## config.mk

```make
export PLATFORM = sky130hd
export DESIGN_NAME = serializer_ni_mvn
export DESIGN_NICKNAME = d
export VERILOG_FILES = /design/src/rtl/serializer_ni_mvn.sv
export SDC_FILE = /design/constraint.sdc
export NUM_CORES = 2
export LEC_CHECK = 0
export ABC_AREA = 1
export CAP_MARGIN = 20
export CORE_MARGIN = 2
export CORE_UTILIZATION = 31
export DETAILED_ROUTE_END_ITERATION = 10
export GPL_TIMING_DRIVEN = 0
export SLEW_MARGIN = 20
export SYNTH_ARGS = -nofsm -noshare
export SYNTH_HDL_FRONTEND = slang
export SYNTH_SLANG_ARGS = --single-unit
```

## constraint.sdc

```tcl
create_clock -name clk -period 15.9 [get_ports clk]
set_input_delay 3.18 -clock clk [delete_from_list [all_inputs] [get_ports clk]]
set_output_delay 3.18 -clock clk [all_outputs]
set_load 0.02 [all_outputs]
```

## src/rtl/serializer_ni_mvn.sv

```systemverilog
// Multi-VN NI serializer: per-VN message FIFOs, round-robin message arbitration, typed flit stream out.
// One cycle of latency after push acceptance; per-VN avail_in stalls the locked message without flit loss.
module serializer_ni_mvn #(
  parameter int FLIT_SIZE      = 64,
  parameter int FLIT_TYPE_SIZE = 2,
  parameter int INPUT_WIDTH    = 256,
  parameter int NUM_VN         = 3,
  parameter int QUEUE_DEPTH    = 2,
  localparam int VN_W          = (NUM_VN > 1) ? $clog2(NUM_VN) : 1
) (
  input  logic                          clk,
  input  logic                          rst_n,
  input  logic [NUM_VN-1:0]             req_in,
  input  logic [NUM_VN*INPUT_WIDTH-1:0] data_in,
  input  logic [NUM_VN*4-1:0]           num_flits,
  input  logic [NUM_VN-1:0]             bcast_in,
  input  logic [NUM_VN-1:0]             avail_in,
  output logic [NUM_VN-1:0]             avail_out,
  output logic                          req_out,
  output logic [FLIT_SIZE-1:0]          data_out,
  output logic [FLIT_TYPE_SIZE-1:0]     data_type_out,
  output logic [VN_W-1:0]               vn_out,
  output logic                          bcast_out,
  output logic                          overflow_err
);

  localparam int MAX_FLITS = (INPUT_WIDTH + FLIT_SIZE - 1) / FLIT_SIZE;
  localparam int PAD_W     = MAX_FLITS * FLIT_SIZE;
  localparam int PW        = (QUEUE_DEPTH > 1) ? $clog2(QUEUE_DEPTH) : 1;
  localparam int CW        = $clog2(QUEUE_DEPTH + 1);

  localparam logic [FLIT_TYPE_SIZE-1:0] TYPE_HEADER      = FLIT_TYPE_SIZE'(0);
  localparam logic [FLIT_TYPE_SIZE-1:0] TYPE_PAYLOAD     = FLIT_TYPE_SIZE'(1);
  localparam logic [FLIT_TYPE_SIZE-1:0] TYPE_TAIL        = FLIT_TYPE_SIZE'(2);
  localparam logic [FLIT_TYPE_SIZE-1:0] TYPE_HEADER_TAIL = FLIT_TYPE_SIZE'(3);

  localparam logic [0:0] ST_IDLE = 1'b0;
  localparam logic [0:0] ST_SEND = 1'b1;

  logic [INPUT_WIDTH-1:0] mem_dat [NUM_VN][QUEUE_DEPTH];
  logic [3:0]             mem_nf  [NUM_VN][QUEUE_DEPTH];
  logic                   mem_bc  [NUM_VN][QUEUE_DEPTH];
  logic [PW-1:0]          wr_ptr  [NUM_VN];
  logic [PW-1:0]          rd_ptr  [NUM_VN];
  logic [CW-1:0]          cnt     [NUM_VN];

  logic [NUM_VN-1:0] full, empty, push, pop, elig;

  logic [0:0]                state;
  logic [VN_W-1:0]           lock_vn;
  logic [VN_W-1:0]           rr_ptr;
  logic [3:0]                flit_idx;

  logic                      grant_vld;
  logic [VN_W-1:0]           grant_vn;
  logic [VN_W-1:0]           sel_vn;
  logic [3:0]                sel_idx;
  logic                      fire;
  logic                      last;
  logic [INPUT_WIDTH-1:0]    head_dat;
  logic [3:0]                head_nf;
  logic                      head_bc;
  logic [PAD_W-1:0]          padded;
  logic [FLIT_SIZE-1:0]      flit;
  logic [FLIT_TYPE_SIZE-1:0] ftype;

  // Stored flit counts are clamped so the FSM never indexes past the message.
  function automatic logic [3:0] norm_nf(input logic [3:0] n);
    if (n == 4'd0) return 4'd1;
    if (n > 4'(MAX_FLITS)) return 4'(MAX_FLITS);
    return n;
  endfunction

  always_comb begin
    full  = '0;
    empty = '0;
    push  = '0;
    for (int v = 0; v < NUM_VN; v++) begin
      full[v]  = (cnt[v] == CW'(QUEUE_DEPTH));
      empty[v] = (cnt[v] == '0);
      push[v]  = req_in[v] & ~full[v];
    end
  end

  assign avail_out = ~full;
  assign elig      = ~empty & avail_in;

  always_ff @(posedge clk) begin
    for (int v = 0; v < NUM_VN; v++) begin
      if (push[v]) begin
        mem_dat[v][wr_ptr[v]] <= data_in[v*INPUT_WIDTH +: INPUT_WIDTH];
        mem_nf[v][wr_ptr[v]]  <= norm_nf(num_flits[v*4 +: 4]);
        mem_bc[v][wr_ptr[v]]  <= bcast_in[v];
      end
    end
  end

  always_ff @(posedge clk or negedge rst_n) begin
    if (!rst_n) begin
      for (int v = 0; v < NUM_VN; v++) begin
        wr_ptr[v] <= '0;
        rd_ptr[v] <= '0;
        cnt[v]    <= '0;
      end
    end else begin
      for (int v = 0; v < NUM_VN; v++) begin
        if (push[v]) wr_ptr[v] <= (wr_ptr[v] == PW'(QUEUE_DEPTH - 1)) ? '0 : wr_ptr[v] + 1'b1;
        if (pop[v])  rd_ptr[v] <= (rd_ptr[v] == PW'(QUEUE_DEPTH - 1)) ? '0 : rd_ptr[v] + 1'b1;
        case ({push[v], pop[v]})
          2'b10:   cnt[v] <= cnt[v] + 1'b1;
          2'b01:   cnt[v] <= cnt[v] - 1'b1;
          default: cnt[v] <= cnt[v];
        endcase
      end
    end
  end

  // Round-robin search starts one past the last granted VN.
  always_comb begin
    int idx;
    idx       = 0;
    grant_vld = 1'b0;
    grant_vn  = '0;
    for (int i = 1; i <= NUM_VN; i++) begin
      idx = (int'(rr_ptr) + i) % NUM_VN;
      if (!grant_vld && elig[idx]) begin
        grant_vld = 1'b1;
        grant_vn  = VN_W'(idx);
      end
    end

    if (state == ST_IDLE) begin
      sel_vn  = grant_vn;
      sel_idx = 4'd0;
      fire    = grant_vld;
    end else begin
      sel_vn  = lock_vn;
      sel_idx = flit_idx;
      fire    = avail_in[lock_vn];
    end

    head_dat = mem_dat[sel_vn][rd_ptr[sel_vn]];
    head_nf  = mem_nf[sel_vn][rd_ptr[sel_vn]];
    head_bc  = mem_bc[sel_vn][rd_ptr[sel_vn]];

    padded = '0;
    padded[INPUT_WIDTH-1:0] = head_dat;
    flit = '0;
    for (int m = 0; m < MAX_FLITS; m++) begin
      if (sel_idx == 4'(m)) flit = padded[m*FLIT_SIZE +: FLIT_SIZE];
    end

    last = (sel_idx == head_nf - 4'd1);
    if (sel_idx == 4'd0) ftype = last ? TYPE_HEADER_TAIL : TYPE_HEADER;
    else                 ftype = last ? TYPE_TAIL : TYPE_PAYLOAD;

    pop = '0;
    if (fire && last) pop[sel_vn] = 1'b1;
  end

  always_ff @(posedge clk or negedge rst_n) begin
    if (!rst_n) begin
      state         <= ST_IDLE;
      lock_vn       <= '0;
      rr_ptr        <= '0;
      flit_idx      <= '0;
      req_out       <= 1'b0;
      data_out      <= '0;
      data_type_out <= '0;
      vn_out        <= '0;
      bcast_out     <= 1'b0;
      overflow_err  <= 1'b0;
    end else begin
      if (|(req_in & full)) overflow_err <= 1'b1;
      if (fire) begin
        req_out       <= 1'b1;
        data_out      <= flit;
        data_type_out <= ftype;
        vn_out        <= sel_vn;
        bcast_out     <= head_bc;
        if (state == ST_IDLE) rr_ptr <= grant_vn;
        if (last) begin
          state <= ST_IDLE;
        end else begin
          state    <= ST_SEND;
          lock_vn  <= sel_vn;
          flit_idx <= sel_idx + 4'd1;
        end
      end else begin
        // Stall or idle: no flit this cycle, vn/bcast keep the current message's values.
        req_out       <= 1'b0;
        data_out      <= '0;
        data_type_out <= '0;
      end
    end
  end

endmodule

```

# After elaboration in Yosys (flattened, before gate mapping)
# Memory sizes are Yosys's and may differ from the RTL's.
# Index checks and enable logic that the tools add are counted.
# op_classes
add_sub_neg	17
div	3
n_lt_le_gt_ge	17
eq_ne	13
muxes	115
bitwise	17
n_reduce_logical	22
# ops
operator	count
$mux W256	6
$mux W512	3
$demux W256 S1	3
$mux W64	5
$lt A32 B4 Y1 const B	3
$mod A32 B3 Y32 const B	3
$mux W4	22
$mux W1	46
$mux W8	3
$mux W2	11
$logic_not A4 Y1	4
$demux W4 S1	3
$eq A2 B2 Y1 const B	6
$gt A4 B3 Y1 const B	3
$pmux W2 S2	3
$bmux W1 S2	5
$eq A4 B2 Y1 const B	2
$ge A2 B2 Y1 const B	4
$not A1 Y2	4
$logic_and A1 B1 Y1	7
$add A1 B1 Y1 const B	6
$add A2 B1 Y2 const B	3
$add A2 B2 Y3 const B	2
$and A3 B3 Y3	2
23 further kinds	45
# word_totals
reg_bits	92
ramBits	1566
in_bits	791
n_memories	3
# mem_list
name	depth	width	read_ports	rd_ports_with_merged_regs	wr	line	rtl
mem_dat	3	512	1	0	3	40	logic [INPUT_WIDTH-1:0] mem_dat [NUM_VN][QUEUE_DEPTH];
mem_nf	3	8	1	0	3	41	logic [3:0] mem_nf [NUM_VN][QUEUE_DEPTH];
mem_bc	3	2	1	0	3	42	logic mem_bc [NUM_VN][QUEUE_DEPTH];

# Depth between registers and ports, before layout
# depth
word_depth	28
ltp_mapped	29
ltp_nobuf	28

# Worst setup path before layout
# Ideal clock, no wire load.
# synth_path
path_kind	input to register
from	input req_in[2]
to	memory mem_bc[2][0] (netlist bit) (enable)
arrival_ns	14.112
required_ns	15.010
setup_slack_ns	0.898
path_stages	2
n_path_buf	0
cell_sequence	nand2_1 nor2_1
# synth_rtl
element	line	rtl
start: declaration	13	input logic [NUM_VN-1:0] req_in,
end: declaration	42	

# Final worst setup path
# layout_path
from	input avail_in[2]
to	register data_out[22]
# layout_between
elab_chain_len	25
# layout_lines
element	line	rtl
start: declaration	17	input logic [NUM_VN-1:0] avail_in,
$and A3 B3 Y3	86	assign elig = ~empty & avail_in;
$bmux W1 S2	126	if (!grant_vld && elig[idx]) begin
$mux W1 (not written as such) (2 in a row)	126	
$mux W1	126	
$logic_not A1 Y1	126	
$logic_and A1 B1 Y1	126	
$mux W1	126	
$logic_not A1 Y1	126	
(+2 left out)	--	
$mux W2	132	if (state == ST_IDLE) begin
$not A2 Y3 (not written as such)	142	head_dat = mem_dat[sel_vn][rd_ptr[sel_vn]];
$bmux W1 S2	142	
$mux W1 (not written as such) (2 in a row)	142	
$not A1 Y2 (not written as such)	142	
$mux W256 (not written as such) (3 in a row)	142	
$mux W64 (4 in a row)	150	if (sel_idx == 4'(m)) flit = padded[m*FLIT_SIZE +: FLIT_SIZE];
$mux W64 *	175	if (fire) begin
end signal: assignment	177	data_out <= flit;
end: declaration	20	output logic [FLIT_SIZE-1:0] data_out,
# Mark *: on every way between the ends. The rest lies on a longest branch, timed or not. The select of a mux whose other input is x is not followed.
# A chain may end at the register's enable or synchronous reset.

==> qor.yml <==
hold_viol_final: 0
path_common_cell: "nand2_1"
critical_path.cell_chain: "clkdlybuf4s50_1, o21ai_4, o21ai_1, nand2_2, a21boi_2, nand2_1, nand2_1, nand2_2, nand2_2, buf_4, buf_6, clkbuf_1, o22ai_1, o31ai_1, nand2_1, nand2_1, nand2_1, a21oi_1"
ys_warn_count: 0
ys_seq_elements: 1658
finalInstanceArea_mm2: 0.0835
max_freq_mhz: 130
crit_arrival_ns: 8.43
ys_top_cells_by_area: "edfxtp_1 75%, o22ai_1 5.0%, nor2_1 4.0%, dfrtp_1 3.7%, o31ai_1 2.2%"
clk_latency_ns: 0.85
portBuffers: 864
fin_skew_ns: 0.0356
grtUsageTotal_pct: 26.1
ys_seq_area_share_pct: 78.5
min_path_cells: 2
clock-root-buffer: "clkbuf_16"
crit_family: "compound AO/OA/AOI/OAI gates"
post_dp_cell_area_mm2: 0.0775
clock_sinks: 1658
finalSetupViolations: 0
hold_class: "reg2reg"
ys_types: 39
die_area_mm2: 0.206
final_max_slew_viol_count: 0
slowest_stage: "o31ai_1"
vdd_drop_max_uv: 148
cp.required_ns: 16.66
syn_area_mm2: 0.0628
maxCapViolations: 0
fin_nets: 6305
grt_setup_unrepaired: "no"
vias_per_cell: 5.38
critPathBufInv: 4
numCtsBuffers: 176
synth_top_area_cell: "edfxtp_1"
synth_area_per_cell_um2: 14.4
syn-instance-count: 4352
drt-met1-wl_um: 101000
core_area_mm2: 0.202
cellLeakagePower_nw: 28.9
antenna_found_initial: 177
setup_tns_ns: 0
tightestPinTransition_ns: 1.38
cp_num_cells: 18
start_kind: "primary input"
wl_per_cell_um: 32.9
start_util_pct: 31.1
total_power_mw: 20.0
period_minus_slack_ns: 7.67
drt_iter0_markers: 6292
routabilityCongestion: 0.895
grt_max_degree: 49
wl_met3_um: 23800
clk_pin_slew_ns: 0.06
critPathKind: "in2reg"
io_pins: 865
gr-total-overflow: 0
ctsHoldBuffers: 0
max_stage_delay_ns: 1.10
cts-htree-levels: 4
ctsResizeCount: 0
rr_worst_depth: 20
critical_path_peak_fanout: 10
layout-drive-gt1-share_pct: 10.7
drt_wl_total_um: 278000
fin_crit_sh_pct: 48.3
areaGrowthSynthToFinish_pct: 32.8
grt_pass1_wl_um: 366000
tritoncts: "built"
grt_pass1_vias: 44300
die_w_um: 454
fp-row-count: 165
outcome: "finished, final reports clean"
fin_cells: 8454
drtPass1Iterations: 5
slew_headroom_pct: 7.44
crit_path_end_kind: "flop"
post-route-drc-count: 0
vias: 45500
route.met2.wl_um: 132000
die_h_um: 454
power.density_mw_per_mm2: 239
ant_nets: 0
placedCellCount: 7998
cts.path.max_buffers: 3
synth_top_area_share_pct: 74.8
post_cts_buffers: 0
highest_layer: "met5"
dp_hpwl_um: 210000
-- sequential cells by signal (all words and copies together), names as in the netlist --
| signal | count |
|---|---|
| bcast_out | 1 |
| cnt | 6 |
| data_out | 64 |
| data_type_out | 2 |
| flit_idx | 4 |
| lock_vn | 2 |
| mem_bc | 6 |
| mem_dat | 1536 |
| mem_nf | 24 |
| overflow_err | 1 |
| rd_ptr | 3 |
| req_out | 1 |
| rr_ptr | 2 |
| state | 1 |
| vn_out | 2 |
| wr_ptr | 3 |
-- worst paths after layout --
check / slack (ns) / to / startpoint
hold / removal: 0.48 / rd_ptr[2]$_DFFE_PN0P_ / rd_ptr[2]$_DFFE_PN0P_
max in group asynchronous: 12.85 / data_out[49]$_DFF_PN0_ / rst_n
setup / recovery: 8.23 / data_out[22]$_DFF_PN0_ / avail_in[2]
hold reg to reg: 0.48 / rd_ptr[2]$_DFFE_PN0P_ / rd_ptr[2]$_DFFE_PN0P_
min in group asynchronous: 2.27 / cnt[4]$_DFFE_PN0P_ / rst_n
setup reg to reg: 10.27 / data_out[22]$_DFF_PN0_ / rr_ptr[0]$_DFFE_PN0P_
-- kinds of logic (layout without fill, tap and decap cells) --
family,Yosys count,count (layout),share of synthesized area [%]
DFF,1658,1658,78.5
and+or+nand+nor,1244,1244,7.97
AOI/OAI and AO/OA,1089,1089,10.5
buffers and inverters,340,1634,2.66
adders and majority gates,10,10,0.199
xor gates and xnor gates,10,10,0.139
other,1,137,0.00597
-- power by group --
part / total [mW] / switching, mW / leakage [nW] / internal, mW
Clock: 4.09 / 1.79 / 2.75 / 2.30
Sequential: 6.24 / 0.283 / 15.7 / 5.96
Combinational: 9.65 / 7.14 / 10.5 / 2.50
-- per-layer routing --
metal / vias up / global-route usage (%)
li1: 19100 / -
met1: 22800 / 31.2
met2: 2935 / 41.4
met3: 676 / 5.47
met4: 36 / 19.7
met5: - / 0
-- final cells by class --
class	count	area, um2
Buffer	286	1470
Sequential cell	1658	49300
Antenna cell	131	328
Multi-Input combinational cell	2359	12000
Tap cell	2672	3340
Fill cell	18700	118000
Clock inverter	106	968
Timing Repair Buffer	969	11100
Clock buffer	219	4660
Inverter	54	203
-- worst register-to-register path, stage by stage, from the launching register on --
cell      delay (ns)
dfrtp_1         0.35
inv_1           0.06
ha_1            0.35
inv_1           0.14
nand3_1         0.14
nand3_2         0.09
nand2_2         0.09
a21boi_2        0.15
nand2_1         0.07
nand2_1         0.08
nand2_2         0.12
nand2_2         0.13
buf_4           0.33
buf_6           0.26
clkbuf_1        0.70
o22ai_1         0.17
o31ai_1         1.10
nand2_1         0.52
nand2_1         0.31
nand2_1         0.21
a21oi_1         0.18
-- cell usage in the layout, fill, tap and decap left out, drive strengths merged, types with 131 or more instances in the layout --
| cell | netlist | routed |
|---|---|---|
| o22ai | 507 | 507 |
| nor2 | 671 | 671 |
| nand2 | 370 | 370 |
| clkdlybuf4s50 | 0 | 863 |
| buf | 188 | 294 |
| a21oi | 196 | 196 |
| diode | 0 | 131 |
| o31ai | 188 | 188 |
| edfxtp | 1566 | 1566 |
| o21ai | 187 | 187 |
| clkbuf | 98 | 317 |
-- synthesized netlist by cell type --
library cell and count:
nand2_2 8, or2_2 4, nand4_1 8, nor2_2 1, a21boi_2 1, nor3_1 80, xnor2_1 6, dfrtp_1 92
o22ai_1 507, o21ai_1 58, buf_1 7, nand3_1 102, ha_1 10, o221ai_1 5, o21ai_4 1, a21oi_2 1
o21ai_2 1, clkinv_1 1, a21oi_1 195, edfxtp_1 1566, clkbuf_1 98, o311ai_0 4, o21ai_0 127, nand2_4 2
buf_2 131, buf_6 11, conb_1 1, buf_4 39, nor2_4 1, or2_1 2, xor2_1 4, nand2_1 360
nand3b_1 5, inv_2 6, nand3_2 2, nor2_1 669, o31ai_1 188, a31oi_1 1, inv_1 47
-- stage by stage --
stage | setup slack, ns | utilization, % | hold WS (ns)
6_report | 8.23 | 41.3 | 0.483
5_1_grt | 8.34 | 41.3 | 0.506
4_1_cts | 8.50 | 41.2 | 0.483
3_5_place_dp | 7.62 | 38.4 | 0.466
3_3_place_gp | -11.68 | 37.1 | 0.467
2_1_floorplan | 0.898 | - | 0.449
(Power assumes the default switching activity.)
